**src/rtl/sprite_fetch_pkg.sv**
```systemverilog
// sprite_fetch_pkg: scan geometry, default chroma key and span-test helper
// shared by the sprite fetch front-end, the mixer and other sprite blocks.
package sprite_fetch_pkg;

    localparam int VGA_X_W = 10;
    localparam int VGA_Y_W = 10;
    localparam int VGA_E_W = VGA_X_W + 1;
    localparam logic [11:0] KEY_COLOR_DEF = 12'h0F0;

    typedef struct packed {
        logic v;
        logic box;
    } pipe_t;

    // Span end is formed one bit wider so a sprite hanging off the right or
    // bottom edge is clipped rather than wrapped back to coordinate 0.
    function automatic logic span_hit(
        input logic [VGA_X_W-1:0] p,
        input logic [VGA_X_W-1:0] base,
        input int                 len
    );
        logic [VGA_E_W-1:0] end_v;
        end_v = {1'b0, base} + VGA_E_W'(len);
        return (p >= base) && ({1'b0, p} < end_v);
    endfunction

endpackage

```
**src/rtl/sprite_fetch_if.sv**
```systemverilog
// sprite_fetch_if: scan input, SRAM port and mixer output of one sprite fetch unit.
interface sprite_fetch_if
    import sprite_fetch_pkg::*;
#(
    parameter int DATA_WIDTH = 12,
    parameter int ADDR_WIDTH = 16
) ();

    logic [VGA_X_W-1:0]    pixel_x;
    logic [VGA_Y_W-1:0]    pixel_y;
    logic                  pixel_valid;
    logic                  frame_tick;
    logic                  anim_en;
    logic                  pos_load;
    logic [VGA_X_W-1:0]    pos_x;
    logic [VGA_Y_W-1:0]    pos_y;
    logic [ADDR_WIDTH-1:0] sram_addr;
    logic                  sram_en;
    logic                  sram_we;
    logic [DATA_WIDTH-1:0] sram_data;
    logic [DATA_WIDTH-1:0] pix_out;
    logic                  pix_hit;
    logic                  out_valid;

    modport slave (
        input  pixel_x, pixel_y, pixel_valid, frame_tick, anim_en,
        input  pos_load, pos_x, pos_y, sram_data,
        output sram_addr, sram_en, sram_we, pix_out, pix_hit, out_valid
    );

    modport master (
        output pixel_x, pixel_y, pixel_valid, frame_tick, anim_en,
        output pos_load, pos_x, pos_y, sram_data,
        input  sram_addr, sram_en, sram_we, pix_out, pix_hit, out_valid
    );

endinterface

```
**src/rtl/sprite_fetch_anim_ctrl.sv**
```systemverilog
// sprite_anim_ctrl: frame-boundary shadowed sprite position and animation
// frame counter (frame_idx advances every FRAME_DIV enabled frame ticks).
module sprite_anim_ctrl
    import sprite_fetch_pkg::*;
#(
    parameter int FRAMES    = 4,
    parameter int FRAME_DIV = 8,
    parameter int INIT_X    = 0,
    parameter int INIT_Y    = 0,
    localparam int FW = (FRAMES > 1) ? $clog2(FRAMES) : 1,
    localparam int TW = (FRAME_DIV > 1) ? $clog2(FRAME_DIV) : 1
) (
    input  logic               clk,
    input  logic               reset_n,
    input  logic               i_frame_tick,
    input  logic               i_anim_en,
    input  logic               i_pos_load,
    input  logic [VGA_X_W-1:0] i_pos_x,
    input  logic [VGA_Y_W-1:0] i_pos_y,
    output logic [VGA_X_W-1:0] o_cur_x,
    output logic [VGA_Y_W-1:0] o_cur_y,
    output logic [FW-1:0]      o_frame_idx
);

    logic [VGA_X_W-1:0] r_cur_x, r_pend_x;
    logic [VGA_Y_W-1:0] r_cur_y, r_pend_y;
    logic               r_pend_v;
    logic [TW-1:0]      r_tick_cnt;
    logic [FW-1:0]      r_frame_idx;

    always_ff @(posedge clk) begin
        if (!reset_n) begin
            r_cur_x     <= VGA_X_W'(INIT_X);
            r_cur_y     <= VGA_Y_W'(INIT_Y);
            r_pend_x    <= '0;
            r_pend_y    <= '0;
            r_pend_v    <= 1'b0;
            r_tick_cnt  <= '0;
            r_frame_idx <= '0;
        end else begin
            // A load coinciding with the tick bypasses the shadow registers.
            if (i_frame_tick) begin
                if (i_pos_load) begin
                    r_cur_x <= i_pos_x;
                    r_cur_y <= i_pos_y;
                end else if (r_pend_v) begin
                    r_cur_x <= r_pend_x;
                    r_cur_y <= r_pend_y;
                end
                r_pend_v <= 1'b0;
            end else if (i_pos_load) begin
                r_pend_x <= i_pos_x;
                r_pend_y <= i_pos_y;
                r_pend_v <= 1'b1;
            end
            if (i_frame_tick && i_anim_en) begin
                if (r_tick_cnt == TW'(FRAME_DIV - 1)) begin
                    r_tick_cnt  <= '0;
                    r_frame_idx <= (r_frame_idx == FW'(FRAMES - 1)) ? '0 : r_frame_idx + 1'b1;
                end else begin
                    r_tick_cnt <= r_tick_cnt + 1'b1;
                end
            end
        end
    end

    assign o_cur_x     = r_cur_x;
    assign o_cur_y     = r_cur_y;
    assign o_frame_idx = r_frame_idx;

endmodule

```
**src/rtl/sprite_fetch.sv**
```systemverilog
// sprite_fetch: per-pixel sprite SRAM read front-end with hit box, address
// generation, 2-cycle aligned pipeline and chroma key.
module sprite_fetch
    import sprite_fetch_pkg::*;
#(
    parameter int                    DATA_WIDTH = 12,
    parameter int                    ADDR_WIDTH = 16,
    parameter int                    SPRITE_W   = 64,
    parameter int                    SPRITE_H   = 32,
    parameter int                    FRAMES     = 4,
    parameter int                    FRAME_DIV  = 8,
    parameter logic [DATA_WIDTH-1:0] KEY_COLOR  = DATA_WIDTH'(KEY_COLOR_DEF),
    parameter int                    INIT_X     = 0,
    parameter int                    INIT_Y     = 0
) (
    input logic           clk,
    input logic           reset_n,
    sprite_fetch_if.slave bus
);

    localparam int FW = (FRAMES > 1) ? $clog2(FRAMES) : 1;

    logic [VGA_X_W-1:0]    w_cur_x, w_dx;
    logic [VGA_Y_W-1:0]    w_cur_y, w_dy;
    logic [FW-1:0]         w_frame_idx;
    logic                  w_in_box, w_opaque;
    logic [ADDR_WIDTH-1:0] w_addr;

    logic [ADDR_WIDTH-1:0] r_sram_addr;
    logic                  r_sram_en;
    pipe_t                 r_s1, r_s2;
    logic [DATA_WIDTH-1:0] r_pix_out;
    logic                  r_pix_hit, r_out_valid;

    sprite_anim_ctrl #(
        .FRAMES    (FRAMES),
        .FRAME_DIV (FRAME_DIV),
        .INIT_X    (INIT_X),
        .INIT_Y    (INIT_Y)
    ) u_anim (
        .clk          (clk),
        .reset_n      (reset_n),
        .i_frame_tick (bus.frame_tick),
        .i_anim_en    (bus.anim_en),
        .i_pos_load   (bus.pos_load),
        .i_pos_x      (bus.pos_x),
        .i_pos_y      (bus.pos_y),
        .o_cur_x      (w_cur_x),
        .o_cur_y      (w_cur_y),
        .o_frame_idx  (w_frame_idx)
    );

    assign w_in_box = bus.pixel_valid
                    & span_hit(bus.pixel_x, w_cur_x, SPRITE_W)
                    & span_hit(bus.pixel_y, w_cur_y, SPRITE_H);
    assign w_dx     = bus.pixel_x - w_cur_x;
    assign w_dy     = bus.pixel_y - w_cur_y;
    assign w_addr   = ADDR_WIDTH'(32'(w_frame_idx) * 32'(SPRITE_W * SPRITE_H)
                                + 32'(w_dy) * 32'(SPRITE_W) + 32'(w_dx));
    assign w_opaque = bus.sram_data != KEY_COLOR;

    // Stage 1 issues the read; the valid/box flags then ride alongside the
    // SRAM's own register so they meet the read data in stage 2.
    always_ff @(posedge clk) begin
        if (!reset_n) begin
            r_sram_addr <= '0;
            r_sram_en   <= 1'b0;
            r_s1        <= '0;
            r_s2        <= '0;
            r_pix_out   <= '0;
            r_pix_hit   <= 1'b0;
            r_out_valid <= 1'b0;
        end else begin
            if (w_in_box) r_sram_addr <= w_addr;
            r_sram_en   <= w_in_box;
            r_s1        <= '{v: bus.pixel_valid, box: w_in_box};
            r_s2        <= r_s1;
            r_pix_hit   <= r_s2.box & w_opaque;
            r_pix_out   <= (r_s2.box & w_opaque) ? bus.sram_data : '0;
            r_out_valid <= r_s2.v;
        end
    end

    assign bus.sram_addr = r_sram_addr;
    assign bus.sram_en   = r_sram_en;
    assign bus.sram_we   = 1'b0;
    assign bus.pix_out   = r_pix_out;
    assign bus.pix_hit   = r_pix_hit;
    assign bus.out_valid = r_out_valid;

endmodule

```
**src/flat_wrapper.sv**
```systemverilog
// flat-port wrapper written by rule: the top's interface ports become plain ports
module sprite_fetch_flat import sprite_fetch_pkg::*;
#(
    parameter int                    DATA_WIDTH = 12,
    parameter int                    ADDR_WIDTH = 16,
    parameter int                    SPRITE_W   = 64,
    parameter int                    SPRITE_H   = 32,
    parameter int                    FRAMES     = 4,
    parameter int                    FRAME_DIV  = 8,
    parameter logic [DATA_WIDTH-1:0] KEY_COLOR  = DATA_WIDTH'(KEY_COLOR_DEF),
    parameter int                    INIT_X     = 0,
    parameter int                    INIT_Y     = 0
)
  (clk, reset_n, bus_pixel_x, bus_pixel_y, bus_pixel_valid, bus_frame_tick, bus_anim_en, bus_pos_load, bus_pos_x, bus_pos_y, bus_sram_data, bus_sram_addr, bus_sram_en, bus_sram_we, bus_pix_out, bus_pix_hit, bus_out_valid);
  sprite_fetch_if #(.DATA_WIDTH(DATA_WIDTH), .ADDR_WIDTH(ADDR_WIDTH)) bus_i ();
  input logic clk;
  input logic reset_n;
  input wire logic [$bits(bus_i.pixel_x)-1:0] bus_pixel_x;
  input wire logic [$bits(bus_i.pixel_y)-1:0] bus_pixel_y;
  input wire logic [$bits(bus_i.pixel_valid)-1:0] bus_pixel_valid;
  input wire logic [$bits(bus_i.frame_tick)-1:0] bus_frame_tick;
  input wire logic [$bits(bus_i.anim_en)-1:0] bus_anim_en;
  input wire logic [$bits(bus_i.pos_load)-1:0] bus_pos_load;
  input wire logic [$bits(bus_i.pos_x)-1:0] bus_pos_x;
  input wire logic [$bits(bus_i.pos_y)-1:0] bus_pos_y;
  input wire logic [$bits(bus_i.sram_data)-1:0] bus_sram_data;
  output wire logic [$bits(bus_i.sram_addr)-1:0] bus_sram_addr;
  output wire logic [$bits(bus_i.sram_en)-1:0] bus_sram_en;
  output wire logic [$bits(bus_i.sram_we)-1:0] bus_sram_we;
  output wire logic [$bits(bus_i.pix_out)-1:0] bus_pix_out;
  output wire logic [$bits(bus_i.pix_hit)-1:0] bus_pix_hit;
  output wire logic [$bits(bus_i.out_valid)-1:0] bus_out_valid;
  assign bus_i.pixel_x = bus_pixel_x;
  assign bus_i.pixel_y = bus_pixel_y;
  assign bus_i.pixel_valid = bus_pixel_valid;
  assign bus_i.frame_tick = bus_frame_tick;
  assign bus_i.anim_en = bus_anim_en;
  assign bus_i.pos_load = bus_pos_load;
  assign bus_i.pos_x = bus_pos_x;
  assign bus_i.pos_y = bus_pos_y;
  assign bus_i.sram_data = bus_sram_data;
  assign bus_sram_addr = bus_i.sram_addr;
  assign bus_sram_en = bus_i.sram_en;
  assign bus_sram_we = bus_i.sram_we;
  assign bus_pix_out = bus_i.pix_out;
  assign bus_pix_hit = bus_i.pix_hit;
  assign bus_out_valid = bus_i.out_valid;
  sprite_fetch #(.DATA_WIDTH(DATA_WIDTH), .ADDR_WIDTH(ADDR_WIDTH), .SPRITE_W(SPRITE_W), .SPRITE_H(SPRITE_H), .FRAMES(FRAMES), .FRAME_DIV(FRAME_DIV), .KEY_COLOR(KEY_COLOR), .INIT_X(INIT_X), .INIT_Y(INIT_Y)) u_core (.clk(clk), .reset_n(reset_n), .bus(bus_i));
endmodule
```
**config.mk**
```make
export PLATFORM = sky130hd
export DESIGN_NAME = sprite_fetch_flat
export DESIGN_NICKNAME = d
export VERILOG_FILES = /design/src/rtl/sprite_fetch_pkg.sv /design/src/rtl/sprite_fetch_if.sv /design/src/rtl/sprite_fetch_anim_ctrl.sv /design/src/rtl/sprite_fetch.sv /design/src/flat_wrapper.sv
export SDC_FILE = /design/constraint.sdc
export NUM_CORES = 1
export LEC_CHECK = 0
export CAP_MARGIN = 30
export CORE_MARGIN = 5
export CORE_UTILIZATION = 57
export DETAILED_ROUTE_END_ITERATION = 7
export PLACE_DENSITY = 0.86
export SLEW_MARGIN = 20
export SYNTH_ARGS = -nofsm -noshare
export SYNTH_HDL_FRONTEND = slang
export SYNTH_HIERARCHICAL = 1
export SYNTH_SLANG_ARGS = --single-unit
```
**constraint.sdc**
```tcl
create_clock -name clk -period 6.05 [get_ports clk]
set_clock_uncertainty 0.05 [all_clocks]
set_input_delay 1.21 -clock clk [delete_from_list [all_inputs] [get_ports clk]]
set_output_delay 1.21 -clock clk [all_outputs]
set_load 0.02 [all_outputs]
```
==> results of run 1 <==
[cell families after synthesis]
| family | Yosys count | synth area share [%] |
|---|---|---|
| multiplexers | 21 | 4.45 |
| XOR/XNOR | 25 | 4.64 |
| AND/OR/NAND/NOR | 168 | 17.1 |
| AO/OA/AOI/OAI | 133 | 21.1 |
| buffers and inverters | 61 | 6.86 |
| adder cells (fa/ha/maj) | 43 | 11.9 |
| flip-flops | 80 | 33.9 |
| other | 1 | 0.0794 |
[cell usage after synthesis, types with 4 or more instances]
master | count | area share, %
dfxtp_1 | 80 | 34
nand2_1 | 73 | 5.8
ha_1 | 40 | 11
inv_1 | 33 | 2.6
a21oi_1 | 23 | 2.4
o21ai_0 | 23 | 2.4
nand3_1 | 22 | 2.3
a21boi_1 | 21 | 3.3
mux2i_1 | 21 | 4.5
nor2_1 | 21 | 1.7
xnor2_1 | 21 | 3.9
o211a_1 | 20 | 4.2
and2_1 | 17 | 2.3
a21o_1 | 8 | 1.3
buf_6 | 8 | 1.9
nor2b_1 | 7 | 0.93
a311oi_1 | 6 | 1.1
clkbuf_1 | 6 | 0.48
nor3_1 | 6 | 0.64
a211oi_1 | 5 | 0.79
nand2b_1 | 5 | 0.66
buf_2 | 4 | 0.42
buf_4 | 4 | 0.64
xor2_1 | 4 | 0.74
[worst paths after layout]
kind | startpoint | to | slack [ns] | cells after the start
setup / recovery | bus_pixel_x[1] | u_core/bus.sram_addr[14] | 1.29 | 17
setup reg to reg | u_core/u_anim/o_cur_x[1] | u_core/bus.sram_addr[14] | 2.22 | 17
hold reg to reg | u_core/r_s2[1] | u_core/bus.out_valid | 0.39 | 1
hold / removal | u_core/r_s2[1] | u_core/bus.out_valid | 0.39 | 1
[sequential cells by signal (all words and copies together), names as in the netlist, 2 cells and up]
signal                     count
u_core/bus.sram_addr          16
u_core/bus.pix_out            12
u_core/u_anim/o_cur_x         10
u_core/u_anim/o_cur_y         10
u_core/u_anim/r_pend_x        10
u_core/u_anim/r_pend_y        10
u_core/u_anim/r_tick_cnt       3
u_core/r_s1                    2
u_core/r_s2                    2
u_core/u_anim/o_frame_idx      2
[critical path: stages]
cell             delay (ns)
clkdlybuf4s50_1        0.46
ha_1                   0.33
nor2b_1                0.14
o21ai_1                0.16
a21oi_1                0.12
nor3_1                 0.29
o31ai_1                0.16
or2_2                  0.32
xnor2_1                0.16
fa_1                   0.48
nor2b_1                0.12
o21ai_0                0.12
nor2b_1                0.18
o31ai_1                0.31
a21o_1                 0.17
nand4_1                0.09
a21oi_1                0.17
[area by class of cell]
| cell class | count | share of cell area, % |
|---|---|---|
| clock buffer | 10 | 2.38 |
| clock inverter | 6 | 1.69 |
| inverter | 34 | 2.20 |
| multi-input combinational | 391 | 48.3 |
| sequential | 80 | 27.7 |
| tap | 105 | 2.27 |
| timing repair buffer | 90 | 15.5 |
[through the flow]
stage | hold slack, ns | power (mW)
floorplan | 0.362 | 0.846
global placement | 0.369 | 0.934
detailed placement | 0.369 | 0.949
CTS | 0.390 | 1.41
global route | 0.401 | 1.48
finish | 0.388 | 1.40
[metal layers]
metal | track usage (%) | wire length (um) | vias up
li1 | - | - | 2018
met1 | 26.6 | 4610 | 1872
met2 | 36.3 | 5140 | 126
met3 | 4.64 | 649 | 17
met4 | 6.85 | 180 | 0
met5 | 0 | 0 | -
[power breakdown]
group / switching, mW / leakage, nW / internal, mW
logic: 0.201 / 1.71 / 0.180
registers: 0.0145 / 0.652 / 0.549
clock network: 0.209 / 0.119 / 0.250
==> reports/results.ini, run 1 <==
[cells_and_area]
final_cell_mix = clkdlybuf4s50_1, dfxtp_1, nand2_1
diodes = 0
final_util_pct = 71.2
syn_to_final_growth_pct = 22.6
final_common_cell = clkdlybuf4s50_1
fill_cells = 626
seq_area_mm2 = 0.00160
nets = 707
postLayoutCellArea_mm2 = 0.00579
instances_no_fill = 716
multi_input_area_mm2 = 0.00280
drive_above_1_share_pct = 4.75

[sta]
finalCriticalPeriod_ns = 4.76
slew-limit-headroom_pct = 43.6
clock.fmax_mhz = 210
rsz0062_at_grt = false
setup_viol = 0
slew_viol_final = 0
hold_viol_final = 0
fin_crit_sh_pct = 78.6
setup_ws_ns = 1.29
setup_tns_ns = 0
tightest_slew_ns = 0.842

[placed_design]
place_ws_ns = 0.967
placed_cell_area_mm2 = 0.00555
hpwl_um = 8070
port_buffers = 88
dp.cells = 700
gp_congestion = 0.911

[grt]
grt_pass1_vias = 3920
grt_max_degree = 55
grt_usage_pct = 21.3
gr-total-overflow = 0
grt_pass1_wl_um = 17700
antenna_found_initial = 0

[route]
drc = 0
vias_per_cell = 5.63
dr.pass1.iters = 4
wire_per_inst_um = 14.8
ant_nets = 0
drt_iter0_markers = 171
dr_total_vias = 4033
drt_wl_total_um = 10600

[clock_network]
cts_buffers = 9
cts_resized = 0
clock-sinks = 80
cts.path.max_buffers = 2
holdBufCountCts = 0
insertion_delay_ns = 0.36
cts_tree = built
cts-root-buf = clkbuf_8
clk_pin_slew_worst_paths_ns = 0.09
cts_setup_buffers = 0
htree_levels = 3

[setup_path]
crit_path_end_kind = flop
required_ns = 6.28
startpoint_type = input port
crit_fanout = 3
arrival_ns = 4.98
worstSetupPathType = in -> reg

[logic_synthesis]
synthesis.area_mm2 = 0.00472
synth_ff_type = dfxtp_1
syn_nets = 633
synth_seq_cells = 80
synth_cell_type_count = 61
syn_avg_cell_area_um2 = 8.88
syn_inst = 532
seq_area_frac_synth_pct = 33.9
yosys_warnings = 6
synth_edf_count = 0
synthArstFlopShare_pct = 0

[floorplan]
start_util_pct = 58.1
die-height_um = 101
io_pins = 90
die_w_um = 101
dieArea_mm2 = 0.0102
core-area_mm2 = 0.00813
rows = 33

[pwr]
powerDensity_mw_per_mm2 = 242
leakage_nw = 2.48
vdd_drop_max_mv = 0.121

[job]
cap_violations = 0

[hold_path]
worstHoldPathType = reg -> reg

[run_status]
run_status = complete, no violations

No activity file was read; power rests on OpenSTA's default activity.
==> run 2: changes to the inputs <==
--- a/config.mk
+++ b/config.mk
@@ -7,9 +7,9 @@
 export LEC_CHECK = 0
 export CAP_MARGIN = 30
 export CORE_MARGIN = 5
-export CORE_UTILIZATION = 57
+export CORE_UTILIZATION = 53
 export DETAILED_ROUTE_END_ITERATION = 7
-export PLACE_DENSITY = 0.86
+export PLACE_DENSITY = 0.81
 export SLEW_MARGIN = 20
 export SYNTH_ARGS = -nofsm -noshare
 export SYNTH_HDL_FRONTEND = slang
==> constraint.sdc (replaced) <==
create_clock -name clk -period 4.85 [get_ports clk]
set_clock_uncertainty 0.05 [all_clocks]
set_input_delay 0.97 -clock clk [delete_from_list [all_inputs] [get_ports clk]]
set_output_delay 0.97 -clock clk [all_outputs]
set_load 0.02 [all_outputs]
==> run 2 against run 1 <==
- design area decreased by 0.43%
- via count decreased by 2.5%
- count of clock-buffer cells in the layout decreased by 1
- sequential power increased by 25%
- core utilization decreased by 5.1 points
- global-route usage decreased by 1.6 points
- critical path depth unchanged
- non-clock buffer count unchanged
==> reports/results.ini, run 2 (synthesis gave the netlist of run 1 again) <==
[sta]
slew-limit-headroom_pct = 44.0
finalCriticalPeriod_ns = 4.44
tightest_slew_ns = 0.836
slew_viol_final = 0
timing.hold.ws_ns = 0.389
fin_crit_sh_pct = 91.6
setup_tns_ns = 0
rsz0062_at_grt = false
clock.fmax_mhz = 225
setup_viol = 0
hold_viol_final = 0

[placed_design]
placed_cell_area_mm2 = 0.00556
hpwl_um = 8050
gp_congestion = 0.894
port_buffers = 88

[job]
cap_violations = 0

[cells_and_area]
syn_to_final_growth_pct = 22.0
drive_above_1_share_pct = 4.43
nets = 707
diodes = 0
fill_cells = 715
final_common_cell = clkdlybuf4s50_1
final_cell_mix = clkdlybuf4s50_1, dfxtp_1, nand2_1
largest_register_ffs = 16
postLayoutCellArea_mm2 = 0.00576
final_util_pct = 66.1

[clock_network]
insertion_delay_ns = 0.35
cts-root-buf = clkbuf_8
cts_setup_buffers = 0
holdBufCountCts = 0
cts_buffers = 9
cts_tree = built
cts.path.max_buffers = 2
clk_pin_slew_worst_paths_ns = 0.09
htree_levels = 3
clock-sinks = 80
cts_resized = 0

[pwr]
vdd_drop_max_mv = 0.157
powerDensity_mw_per_mm2 = 295
leakage_nw = 2.47

[grt]
grt_use_met3_pct = 4.72
grt_usage_pct = 19.6
grt_pass1_vias = 3951
antenna_found_initial = 0
grtUsageMet2_pct = 32.2
grt_pass1_wl_um = 18100
grt_max_degree = 55
gr-total-overflow = 0
use_met1_pct = 25.4
busiest_layer = met2

[floorplan]
die-height_um = 104
rows = 34
io_pins = 90
core-area_mm2 = 0.00872
start_util_pct = 54.2
dieArea_mm2 = 0.0109
die_w_um = 104

[hold_path]
whs_path_depth = 1
hold_start = u_core/r_s2[1]
whs_endpoint = u_core/bus.out_valid
worstHoldPathType = reg -> reg

[setup_path]
crit_path_end_kind = flop
required_ns = 5.08
startpoint_type = input port
reg2reg_slack_ns = 1.09
crit_fanout = 3
arrival_ns = 4.68
worstSetupPathType = in -> reg
reg2reg_depth = 17
r2r-end = u_core/bus.sram_addr[14]
r2r-start = u_core/u_anim/o_cur_x[1]

[route]
drt_wl_total_um = 10600
ant_nets = 0
drc = 0
dr_total_vias = 3933
wire_per_inst_um = 14.7
drt_iter0_markers = 131
vias_per_cell = 5.49
dr.pass1.iters = 4

[run_status]
run_status = complete, no violations

-- run 2: cell types whose count changed in the layout (fill, tap and decap cells not counted) --
cell and delta:
clkinv_2 +1, clkbuf_8 -1, inv_6 -1, inv_8 -1
-- run 2: cell type report --
type / instances / area (um^2) / share of cell area [%]
Clock buffer: 9 / 124 / 2.15
Clock inverter: 5 / 82.6 / 1.43
Inverter: 34 / 128 / 2.21
Multi-Input combinational cell: 391 / 2800 / 48.5
Sequential cell: 80 / 1600 / 27.8
Tap cell: 108 / 135 / 2.34
Timing Repair Buffer: 90 / 896 / 15.5
-- run 2: report_power, final --
group / total [mW] / switching, mW / leakage (nW) / internal [mW]
Sequential: 0.702 / 0.0181 / 0.652 / 0.684
Clock: 0.527 / 0.241 / 0.106 / 0.286
Combinational: 0.469 / 0.245 / 1.71 / 0.224
Total: 1.70 / 0.504 / 2.47 / 1.19
-- run 2: metal layers --
metal,part of all wire [%],vias to the layer above
li1,-,2000
met1,45,1811
met2,48,101
met3,5.6,21
met4,1.8,0
met5,0,-
-- run 2: metrics by stage --
| stage | worst slack [ns] | instances | total power [mW] |
|---|---|---|---|
| after floorplan | 0.939 | 532 | 1.05 |
| after global placement | 0.239 | 703 | 1.16 |
| after detailed placement | 0.114 | 703 | 1.18 |
| after CTS | 0.431 | 717 | 1.71 |
| after global routing | 0.149 | 717 | 1.80 |
| final | 0.406 | 717 | 1.70 |
-- run 2: worst max-delay path by stage --
stage                        start                  endpoint  cells past startpoint  slack, ns
global route        bus_pixel_x[1]  u_core/bus.sram_addr[14]                     17       0.15
floorplan           bus_pixel_x[1]  u_core/bus.sram_addr[14]                     16       0.94
CTS                 bus_pixel_x[1]  u_core/bus.sram_addr[14]                     17       0.43
finish              bus_pixel_x[1]  u_core/bus.sram_addr[14]                     17       0.41
global placement    bus_pixel_x[1]  u_core/bus.sram_addr[14]                     17       0.24
detailed placement  bus_pixel_x[1]  u_core/bus.sram_addr[14]                     17       0.11
-- run 2: worst max-delay path, stage by stage --
cell             delay (ns)
clkdlybuf4s50_1        0.47
ha_1                   0.34
nor2b_1                0.14
o21ai_1                0.14
a21oi_1                0.11
nor3_1                 0.28
o31ai_1                0.16
or2_2                  0.33
xnor2_1                0.16
fa_1                   0.47
nor2b_1                0.12
o21ai_0                0.10
nor2b_1                0.18
o31ai_1                0.29
a21o_1                 0.16
nand4_1                0.09
a21oi_1                0.17
